$ cat config.mk
export PLATFORM = sky130hd
export DESIGN_NAME = display_driver
export DESIGN_NICKNAME = d
export VERILOG_FILES = /design/src/rtl/display_pkg.sv /design/src/rtl/display_timing.sv /design/src/rtl/display_driver.sv
export SDC_FILE = /design/constraint.sdc
export NUM_CORES = 1
export LEC_CHECK = 0
export ABC_AREA = 1
export BUFFER_PORTS_ARGS = -buffer_cell sky130_fd_sc_hd__clkbuf_2
export CAP_MARGIN = 15
export CORE_ASPECT_RATIO = 0.6
export CORE_MARGIN = 2
export CORE_UTILIZATION = 23
export CTS_BUF_LIST = sky130_fd_sc_hd__clkbuf_4 sky130_fd_sc_hd__clkbuf_8
export DETAILED_ROUTE_END_ITERATION = 6
export PLACE_DENSITY = 0.41
export SETUP_SLACK_MARGIN = 0.05
export SLEW_MARGIN = 40
export SYNTH_ARGS = -nofsm -noshare
export SYNTH_HDL_FRONTEND = slang
export SYNTH_SLANG_ARGS = --single-unit
$ cat constraint.sdc
create_clock -name clk -period 1.3 [get_ports clk]
set_input_delay 0.195 -clock clk [delete_from_list [all_inputs] [get_ports clk]]
set_output_delay 0.195 -clock clk [all_outputs]
set_load 0.01 [all_outputs]
$ cat src/rtl/display_pkg.sv
// Shared constants for the 640x400 micro-display raster: default frame timing,
// the Y/Cb/Cr pixel layout and the 16-entry colour palette.
package display_pkg;

    localparam int HC_W   = 10;
    localparam int VC_W   = 9;
    localparam int ADDR_W = 18;

    typedef struct packed {
        int h_active;
        int h_fp;
        int h_sync;
        int h_bp;
        int v_active;
        int v_fp;
        int v_sync;
        int v_bp;
    } timing_t;

    localparam timing_t DEFAULT_TIMING = '{
        h_active: 640, h_fp: 16, h_sync: 64, h_bp: 80,
        v_active: 400, v_fp: 4,  v_sync: 6,  v_bp: 40
    };

    typedef struct packed {
        logic [3:0] y;
        logic [2:0] cb;
        logic [2:0] cr;
    } pixel_t;

    localparam pixel_t BLACK = '{y: 4'd0, cb: 3'd4, cr: 3'd4};

    // Entries 5..15 form a grey ramp whose luma equals the index.
    localparam pixel_t PALETTE [16] = '{
        '{4'd0,  3'd4, 3'd4},
        '{4'd15, 3'd4, 3'd4},
        '{4'd5,  3'd3, 3'd7},
        '{4'd9,  3'd1, 3'd1},
        '{4'd2,  3'd7, 3'd3},
        '{4'd5,  3'd4, 3'd4},
        '{4'd6,  3'd4, 3'd4},
        '{4'd7,  3'd4, 3'd4},
        '{4'd8,  3'd4, 3'd4},
        '{4'd9,  3'd4, 3'd4},
        '{4'd10, 3'd4, 3'd4},
        '{4'd11, 3'd4, 3'd4},
        '{4'd12, 3'd4, 3'd4},
        '{4'd13, 3'd4, 3'd4},
        '{4'd14, 3'd4, 3'd4},
        '{4'd15, 3'd4, 3'd4}
    };

endpackage

$ cat src/rtl/display_timing.sv
// Raster counters for the display: walks hc/vc over the frame and registers the
// frame-buffer address together with the sync and active flags of that pixel.
module display_timing
    import display_pkg::*;
#(
    parameter int H_ACTIVE = DEFAULT_TIMING.h_active,
    parameter int H_FP     = DEFAULT_TIMING.h_fp,
    parameter int H_SYNC   = DEFAULT_TIMING.h_sync,
    parameter int H_BP     = DEFAULT_TIMING.h_bp,
    parameter int V_ACTIVE = DEFAULT_TIMING.v_active,
    parameter int V_FP     = DEFAULT_TIMING.v_fp,
    parameter int V_SYNC   = DEFAULT_TIMING.v_sync,
    parameter int V_BP     = DEFAULT_TIMING.v_bp
) (
    input  logic        clk,
    input  logic        reset_n,
    input  logic        ready,
    output logic [17:0] rd_addr,
    output logic        hsync_s1,
    output logic        vsync_s1,
    output logic        active_s1
);

    localparam logic [HC_W-1:0] H_ACT_END = HC_W'(H_ACTIVE);
    localparam logic [HC_W-1:0] HS_START  = HC_W'(H_ACTIVE + H_FP);
    localparam logic [HC_W-1:0] HS_END    = HC_W'(H_ACTIVE + H_FP + H_SYNC);
    localparam logic [HC_W-1:0] H_LAST    = HC_W'(H_ACTIVE + H_FP + H_SYNC + H_BP - 1);
    localparam logic [VC_W-1:0] V_ACT_END = VC_W'(V_ACTIVE);
    localparam logic [VC_W-1:0] VS_START  = VC_W'(V_ACTIVE + V_FP);
    localparam logic [VC_W-1:0] VS_END    = VC_W'(V_ACTIVE + V_FP + V_SYNC);
    localparam logic [VC_W-1:0] V_LAST    = VC_W'(V_ACTIVE + V_FP + V_SYNC + V_BP - 1);

    logic [HC_W-1:0] hc;
    logic [VC_W-1:0] vc;
    logic            h_last;
    logic            v_last;
    logic            in_active;
    logic            in_hsync;
    logic            in_vsync;
    logic            frame_start;

    always_comb begin
        h_last      = (hc == H_LAST);
        v_last      = (vc == V_LAST);
        in_active   = (hc < H_ACT_END) && (vc < V_ACT_END);
        in_hsync    = (hc >= HS_START) && (hc < HS_END);
        in_vsync    = (vc >= VS_START) && (vc < VS_END);
        frame_start = (hc == '0) && (vc == '0);
    end

    // NOTE: reset is synchronous, so it is simply the highest-priority branch of the
    // clocked block; non-blocking assignments keep every register reading pre-edge state.
    always_ff @(posedge clk) begin
        if (!reset_n || !ready) begin
            hc        <= '0;
            vc        <= '0;
            rd_addr   <= '0;
            hsync_s1  <= 1'b1;
            vsync_s1  <= 1'b1;
            active_s1 <= 1'b0;
        end else begin
            hc <= h_last ? '0 : hc + HC_W'(1);
            if (h_last) begin
                vc <= v_last ? '0 : vc + VC_W'(1);
            end
            // Address follows the raster incrementally and holds through blanking.
            if (frame_start) begin
                rd_addr <= '0;
            end else if (in_active) begin
                rd_addr <= rd_addr + ADDR_W'(1);
            end
            hsync_s1  <= ~in_hsync;
            vsync_s1  <= ~in_vsync;
            active_s1 <= in_active;
        end
    end

endmodule

$ cat src/rtl/display_driver.sv
// Raster timing generator and pixel formatter: delays syncs and the active flag to
// meet the frame-buffer read data, then maps colour indices through the palette.
module display_driver
    import display_pkg::*;
#(
    parameter int H_ACTIVE = DEFAULT_TIMING.h_active,
    parameter int H_FP     = DEFAULT_TIMING.h_fp,
    parameter int H_SYNC   = DEFAULT_TIMING.h_sync,
    parameter int H_BP     = DEFAULT_TIMING.h_bp,
    parameter int V_ACTIVE = DEFAULT_TIMING.v_active,
    parameter int V_FP     = DEFAULT_TIMING.v_fp,
    parameter int V_SYNC   = DEFAULT_TIMING.v_sync,
    parameter int V_BP     = DEFAULT_TIMING.v_bp
) (
    input  logic        clk,
    input  logic        reset_n,
    input  logic        ready,
    input  logic [3:0]  color,
    output logic [17:0] rd_addr,
    output logic        clock_out,
    output logic        hsync,
    output logic        vsync,
    output logic [3:0]  y,
    output logic [2:0]  cr,
    output logic [2:0]  cb
);

    logic   hsync_s1;
    logic   vsync_s1;
    logic   active_s1;
    logic   hsync_s2;
    logic   vsync_s2;
    logic   active_s2;
    pixel_t pix_q;

    display_timing #(
        .H_ACTIVE (H_ACTIVE),
        .H_FP     (H_FP),
        .H_SYNC   (H_SYNC),
        .H_BP     (H_BP),
        .V_ACTIVE (V_ACTIVE),
        .V_FP     (V_FP),
        .V_SYNC   (V_SYNC),
        .V_BP     (V_BP)
    ) u_timing (
        .clk       (clk),
        .reset_n   (reset_n),
        .ready     (ready),
        .rd_addr   (rd_addr),
        .hsync_s1  (hsync_s1),
        .vsync_s1  (vsync_s1),
        .active_s1 (active_s1)
    );

    // The panel samples on the falling edge of clk, mid-way through each output pixel.
    assign clock_out = ~clk;

    // NOTE: reset clears the pixel to all-zero, while ready-low parks it at black (0,4,4);
    // the branch order encodes that priority.
    always_ff @(posedge clk) begin
        if (!reset_n) begin
            hsync_s2  <= 1'b1;
            vsync_s2  <= 1'b1;
            active_s2 <= 1'b0;
            hsync     <= 1'b1;
            vsync     <= 1'b1;
            pix_q     <= '0;
        end else if (!ready) begin
            hsync_s2  <= 1'b1;
            vsync_s2  <= 1'b1;
            active_s2 <= 1'b0;
            hsync     <= 1'b1;
            vsync     <= 1'b1;
            pix_q     <= BLACK;
        end else begin
            hsync_s2  <= hsync_s1;
            vsync_s2  <= vsync_s1;
            active_s2 <= active_s1;
            hsync     <= hsync_s2;
            vsync     <= vsync_s2;
            pix_q     <= active_s2 ? PALETTE[color] : BLACK;
        end
    end

    assign y  = pix_q.y;
    assign cr = pix_q.cr;
    assign cb = pix_q.cb;

endmodule

Yosys cells after proc, flatten, opt, wreduce, memory -nomap -nowiden
Memory sizes are Yosys's and may differ from the RTL's.
Cells that the tools add are included.
W data, S select, Z words.
{ "op_classes": {"n_addsub": 3, "order_cmp": 7, "n_eq_ne": 2, "n_mux": 5, "n_bitwise": 4, "reduce_logical": 13} }
{ "ops": {"columns": ["operator", "n"], "rows": [
  ["$lt A10 B10 Y1 const B", 2],
  ["$mux W10", 2],
  ["$add A18 B1 Y18 const B", 1],
  ["$lt A9 B9 Y1 const B", 2],
  ["$mux W6", 2],
  ["$add A10 B1 Y10 const B", 1],
  ["$eq A10 B10 Y1 const B", 1],
  ["$ge A10 B10 Y1 const B", 1],
  ["$logic_not A10 Y1", 1],
  ["$add A9 B1 Y9 const B", 1],
  ["$eq A9 B9 Y1 const B", 1],
  ["$ge A9 B9 Y1 const B", 1],
  ["$logic_not A9 Y1", 1],
  ["$mux W9", 1],
  ["$ge A5 B5 Y1 const B", 1],
  ["$not A4 Y5", 1],
  ["$logic_and A1 B1 Y1", 4],
  ["$reduce_or A2 Y1", 2],
  ["$not A1 Y1", 3],
  ["$reduce_and A3 Y1", 1],
  ["$logic_not A1 Y1", 2],
  ["$reduce_and A2 Y1", 1],
  ["$logic_or A1 B1 Y1", 1]
]} }
{ "totals": {"ff_bits": 55, "mem_bits_ro": 160, "memories": 1} }
{ "memory_table": {"columns": ["name", "depth", "word_bits", "read_ports", "rd_ports_with_merged_regs", "write_ports", "line", "rtl"], "rows": [
  ["(no name shown)", 16, 10, 1, 0, 0, "display_driver.sv:81", "pix_q <= active_s2 ? PALETTE[color] : BLACK;"]
]} }

Longest topological paths before layout
Gate-level depths: netlist of run 1.
{ "logic_depth": {"ltp_word": 6, "depth_mapped": 9, "mapped_depth_nobuf": 9} }

By module
From an unflattened synthesis of run 1, not the netlist that was laid out.
{ "unflattened": {"hier_cells": 400, "area_unflattened_um2": 2782.7} }
{ "modules_own_cells": {"columns": ["mod", "instances", "cells_each", "area_per_inst_um2", "seq_area_each_um2"], "rows": [
  ["display_timing", 1, 332, 2195.9, 800.8],
  ["display_driver", 1, 68, 586.8, 260.2]
]} }

==> flow_summary_export.csv, run 1 <==
group,metric,value,unit
final_layout,n_antenna_cell,0,
setup_path,cpLargestDelayFamily,"flip-flops",
pwr,power.net_switching,0.827,mW
timing,drv_slew,0,
yosys,yosysMostFrequentCell,"nand2_1",
placement,place_hpwl,5810,um
grt,grt_overflow,0,
cts,ctsLongestPathBuffers,2,
setup_path,startpoint_type,"flip-flop",
setup_path,crit_path_start,"u_timing.hc[0]",
route,viasPerCell,4.21,
grt,grt_antenna_before_repair,0,
pwr,clkPwrFrac,0.485,
final_layout,n_fill_cell,1199,
pwr,pwr-share-seq,0.467,
yosys,syn_avg_cell_area,6.88,um2
yosys,seq_area_frac_synth,0.384,
yosys,synth_area_leader_cell,"dfxtp_1",
setup_path,worstPathRequired,1.49,ns
floorplan,die_w,145,um
route,ant_nets,0,
hold_path,worstHoldStart,"reset_n",
floorplan,io_pins,38,
timing,period_needed,1.39,ns
grt,grt_pass1_vias,2679,
grt,grt_pass1_wl,13400,um
yosys,ys_warn_count,0,
final_layout,regArea,1100,um2
final_layout,final_area,4550,um2
timing,rsz0062_at_grt,"true",
pwr,p_leak,1.99,nW
grt,grt_max_degree,17,
setup_path,reg2reg_from,"u_timing.hc[0]",
cts,htree_num_levels,2,
timing,hold_viol,0,
setup_path,path_max_fanout,3,
route,route.detailed.drc,0,
cts,holdBufCountCts,0,
placement,place_ws,-0.234,ns
run_status,violations,"negative setup slack",
final_layout,final_util,0.396,
yosys,synthFlopType,"dfxtp_1",
floorplan,start_util,0.240,
pwr,power_density,767,nW/um2
cts,tritoncts,"done",
setup_path,cp_slowest_cell,"dfxtp_4",
placement,finalWeightedCongestion,0.818,
timing,tightest_slew,0.295,ns
yosys,synth_commonest_cells,"nand2_1 (96), nor2_1 (62), dfxtp_1 (53)",
route,wirelength,8400,um
setup_path,end_kind,"flip-flop",
hold_path,hold_class,"input port to flip-flop",
run,max_cap_violations,0,
pwr,irDropWorstVdd,0.332,mV
cts,cts_buffers,5,
route,dr.pass1.iters,4,
grt,grt_use_total,0.132,
floorplan,rows,30,
pwr,pwr-share-comb,0.048,
timing,skew,0.178,ns
pwr,p_int,2.66,mW
setup_path,cp_num_buf_inv,1,
final_layout,nets,544,
yosys,syn_nets,419,
yosys,mappedNetlistArea,2760,um2
timing,worst_slack,-0.0922,ns
final_layout,area_growth,64.8,%
placement,postPlaceCellArea,3630,um2
route,first_iter_violations,114,
yosys,ys_ff_latch,53,
timing,period_share,1.07,
timing,fmax,0.718,GHz
timing,relSlewSlack,0.802,
cts,clock_latency,0.47,ns
cts,ctsRootBufferMaster,"clkbuf_8",
setup_path,r2r_slack,-0.09,ns
route,drt-wirelength-per-cell,12.2,um
yosys,ys_top_cells_by_area,"dfxtp_1 (38%), nand2_1 (13%), nor2_1 (8.4%)",
yosys,ys_types,33,
setup_path,crit_type,"flip-flop to flip-flop",
floorplan,die_h,88.9,um
final_layout,drive_above_1_share,0.497,
placement,portBuffers,37,
floorplan,coreArea,11500,um2
cts,cts.clk_slew.worst_paths,0.10,ns
setup_path,arrival,1.59,ns
floorplan,fp.dieArea,12900,um2
timing,setup_viol,22,
setup_path,path_cells,"ha_4 > nand2_4 > nor2_4 > buf_6 > nand4_4 > o21ai_2 > a21oi_1",
run_status,status,"complete, but fails checks",
yosys,async_reset_ff_frac,0,
route,num_vias,2891,
pwr,switching_share,0.237,
yosys,synth.top_cell.area_share,0.384,
yosys,synth-edff-count,0,
final_layout,multi_input_area,1930,um2
setup_path,critPathMaxStageDelay,0.38,ns
yosys,netlist_instances,401,
[registers in the layout (all words and copies together), names as in the netlist]
signal	cells
cb	3
vsync_s2	1
hsync_s2	1
u_timing.active_s1	1
active_s2	1
y	4
hsync	1
u_timing.vsync_s1	1
u_timing.hc	10
u_timing.rd_addr	18
u_timing.hsync_s1	1
vsync	1
u_timing.vc	9
cr	1
[worst min-delay path, cell delays in order]
cell	delay (ns)
clkbuf_2	0.09
inv_1	0.08
a21oi_1	0.05
[timing repair]
item | in CTS | in global routing
resized for setup | 85 | 84
pin swaps | 26 | 41
endpoints found under the setup margin | 38 | 40
gates cloned | 2 | 0
setup buffers | 16 | 6
[cell usage in the layout, fill, tap and decap left out, drive strengths merged, types with 8 or more instances in the layout]
master	instances
clkbuf	39
nor3	10
dfxtp	53
nor2	69
ha	11
o21ai	18
nand3	26
inv	54
nand2	99
nand4	8
buf	90
a21oi	27
[area by class of cell]
class	instances	area share
repair buffers	120	0.202
well taps	160	0.0440
clock inverters	4	0.0107
multi-input cells	287	0.424
flip-flops and latches	53	0.242
inverters	54	0.0462
clock buffers	9	0.0303
[per-layer routing]
layer | vias to the layer above | part of all wire | GRT usage
met1 | 1307 | 0.57 | 0.198
met5 | - | 0 | 0
li1 | 1527 | - | -
met3 | 10 | 0.042 | 0.0371
met2 | 47 | 0.38 | 0.183
met4 | 0 | 0.0088 | 0.0339
[power by group through the flow]
stage / sequential (mW) / combinational (mW) / clock [mW]
6_report: 1.63 / 0.167 / 1.69
5_1_grt: 1.63 / 0.187 / 1.83
3_3_place_gp: 1.68 / 0.127 / 0.0571
3_5_place_dp: 1.68 / 0.127 / 0.0571
4_1_cts: 1.64 / 0.155 / 1.69
2_1_floorplan: 1.68 / 0.0587 / 0.0302
[kinds of logic (layout without fill, tap and decap cells)]
logic type	Yosys count	after routing	share of synthesized area
fa+ha+maj	11	11	0.0499
buf+inv	62	187	0.0934
xor+xnor	6	6	0.0190
compound gates	49	49	0.0938
simple gates	220	221	0.359
flops	53	53	0.384
[path summary, 6_finish.rpt]
kind	cells after the start	to
max	7	u_timing.vc[3]
min	3	cb[2]
min reg2reg	2	active_s2
max reg2reg	7	u_timing.vc[3]
[through the flow]
step	setup TNS [ns]	power (mW)	cells	hold slack, ns
after CTS	-0.988	3.48	681	0.0579
final	-1.01	3.49	687	0.0654
after detailed placement	-4.79	1.86	655	0.320
after global placement	-4.87	1.86	655	0.320
after floorplan	0	1.77	401	0.239
after global routing	-3.38	3.65	687	0.0709
Power figures use the tool's default switching activity.
==> inputs of run 2 (changes only) <==
- RECOVER_POWER: unset -> 50
==> run 2 against run 1 <==
Die area did not move; fmax rose by 0.86%; sequential share of layout area rose by 0.080 points; cell count did not move; first-iteration DRC count rose by 8.8%; combinational power barely moved; count of clock-buffer cells in the layout did not move; highest routed layer unchanged; critical path type unchanged; via count rose by 0.17%; total power barely moved; the run still ends with negative setup slack left; global-route usage did not move; critical endpoint is now u_timing.hc[7]; final area fell by 0.33%.
==> flow_summary_export.csv, run 2 (same netlist as run 1, synthesis figures left out) <==
group,metric,value,unit
run_status,status,"complete, but fails checks",
run_status,violations,"negative setup slack",
timing,drv_slew,0,
placement,portBuffers,37,
timing,fmax,0.724,GHz
final_layout,area_growth,64.2,%
floorplan,die_h,88.9,um
floorplan,rows,30,
floorplan,fp.dieArea,12900,um2
grt,grt_overflow,0,
grt,grt_use_total,0.132,
route,num_vias,2896,
route,dr.pass1.iters,4,
timing,relSlewSlack,0.802,
timing,hold_slack,0.0646,ns
timing,setup_viol,20,
final_layout,multi_input_area,1930,um2
floorplan,start_util,0.240,
route,first_iter_violations,124,
cts,ctsRootBufferMaster,"clkbuf_8",
hold_path,hold_class,"input port to flip-flop",
pwr,power_density,769,nW/um2
grt,grt_max_degree,17,
route,ant_nets,0,
route,wirelength,8380,um
grt,grt_pass1_vias,2679,
final_layout,nets,544,
floorplan,io_pins,38,
cts,ctsLongestPathBuffers,2,
timing,hold_viol,0,
timing,tightest_slew,0.295,ns
cts,tritoncts,"done",
final_layout,top_register,"u_timing.rd_addr",
placement,postPlaceCellArea,3630,um2
final_layout,n_antenna_cell,0,
placement,finalWeightedCongestion,0.818,
setup_path,arrival,1.58,ns
cts,cts_buffers,5,
timing,worst_slack,-0.0803,ns
route,drt-wirelength-per-cell,12.2,um
floorplan,coreArea,11500,um2
timing,rsz0062_at_grt,"true",
final_layout,final_common_cell,"nand2_1",
final_layout,drive_above_1_share,0.474,
cts,htree_num_levels,2,
final_layout,largestRegisters,"u_timing.rd_addr x18, u_timing.hc x10, u_timing.vc x9",
cts,clock_latency,0.47,ns
timing,skew,0.177,ns
placement,place_hpwl,5810,um
cts,cts.clk_slew.worst_paths,0.10,ns
final_layout,final_area,4530,um2
setup_path,crit_type,"flip-flop to flip-flop",
final_layout,final_cell_mix,"nand2_1 (77), buf_4 (63), inv_1 (43)",
pwr,irDropWorstVdd,0.332,mV
setup_path,worstPathRequired,1.50,ns
setup_path,startpoint_type,"flip-flop",
grt,grt_pass1_wl,13400,um
timing,period_share,1.06,
run,max_cap_violations,0,
route,route.detailed.drc,0,
placement,place_ws,-0.234,ns
setup_path,end_kind,"flip-flop",
final_layout,regArea,1100,um2
pwr,p_leak,1.95,nW
final_layout,n_fill_cell,1204,
final_layout,final_util,0.395,
floorplan,die_w,145,um
final_layout,largest_reg_flops,18,
route,viasPerCell,4.22,
timing,period_needed,1.38,ns
cts,holdBufCountCts,0,
grt,grt_antenna_before_repair,0,
setup_path,path_max_fanout,8,
run 2: changes by cell type in the layout (fill, tap and decap cells not counted):
cell,previous run,this run
clkbuf_1,0,12
clkbuf_2,34,22
run 2: timing repair:
action / 4_1_cts / 5_1_grt
buffers inserted: 16 / 6
endpoints found under the setup margin: 38 / 40
gates resized for setup: 85 / 84
cloned: 2 / 0
pin swaps: 26 / 41
run 2: path summary, 6_finish.rpt:
kind	cells past startpoint	slack, ns	startpoint	endpoint
max	9	-0.08	u_timing.hc[0]	u_timing.hc[7]
min	3	0.06	reset_n	cb[2]
max reg2reg	9	-0.08	u_timing.hc[0]	u_timing.hc[7]
min reg2reg	2	0.41	u_timing.active_s1	active_s2
run 2: worst max-delay path, cell delays in order (launching register included):
cell     delay (ns)
dfxtp_4        0.38
ha_4           0.14
nand2_4        0.06
nor2_4         0.12
buf_6          0.12
nand4_4        0.13
nand2_4        0.16
nor2_2         0.05
o21ai_1        0.07
nor2_1         0.06
run 2: layout make-up:
cell class                 count  area share
clock buffer                   9      0.0304
clock inverter                 4      0.0108
inverter                      54      0.0464
multi-input combinational    287       0.426
sequential                    53       0.243
tap                          160      0.0442
timing repair buffer         120       0.199
run 2: metrics by stage:
stage               std cells  setup TNS [ns]  power (mW)
floorplan                 401               0        1.77
global placement          655           -4.87        1.86
detailed placement        655           -4.79        1.86
CTS                       681          -0.988        3.48
global route              687           -3.38        3.65
finish                    687          -0.950        3.49
run 2: where the power goes:
group	internal, mW	total, mW	switching (mW)
clock network	0.965	1.69	0.727
registers	1.62	1.63	0.00707
logic	0.0712	0.165	0.0942
run 2: layer usage:
metal | part of all wire | up-vias | GRT usage
met5 | 0 | - | 0
met4 | 0.0088 | 0 | 0.0339
met3 | 0.051 | 10 | 0.0371
met2 | 0.39 | 63 | 0.183
met1 | 0.55 | 1298 | 0.198
li1 | - | 1525 | -
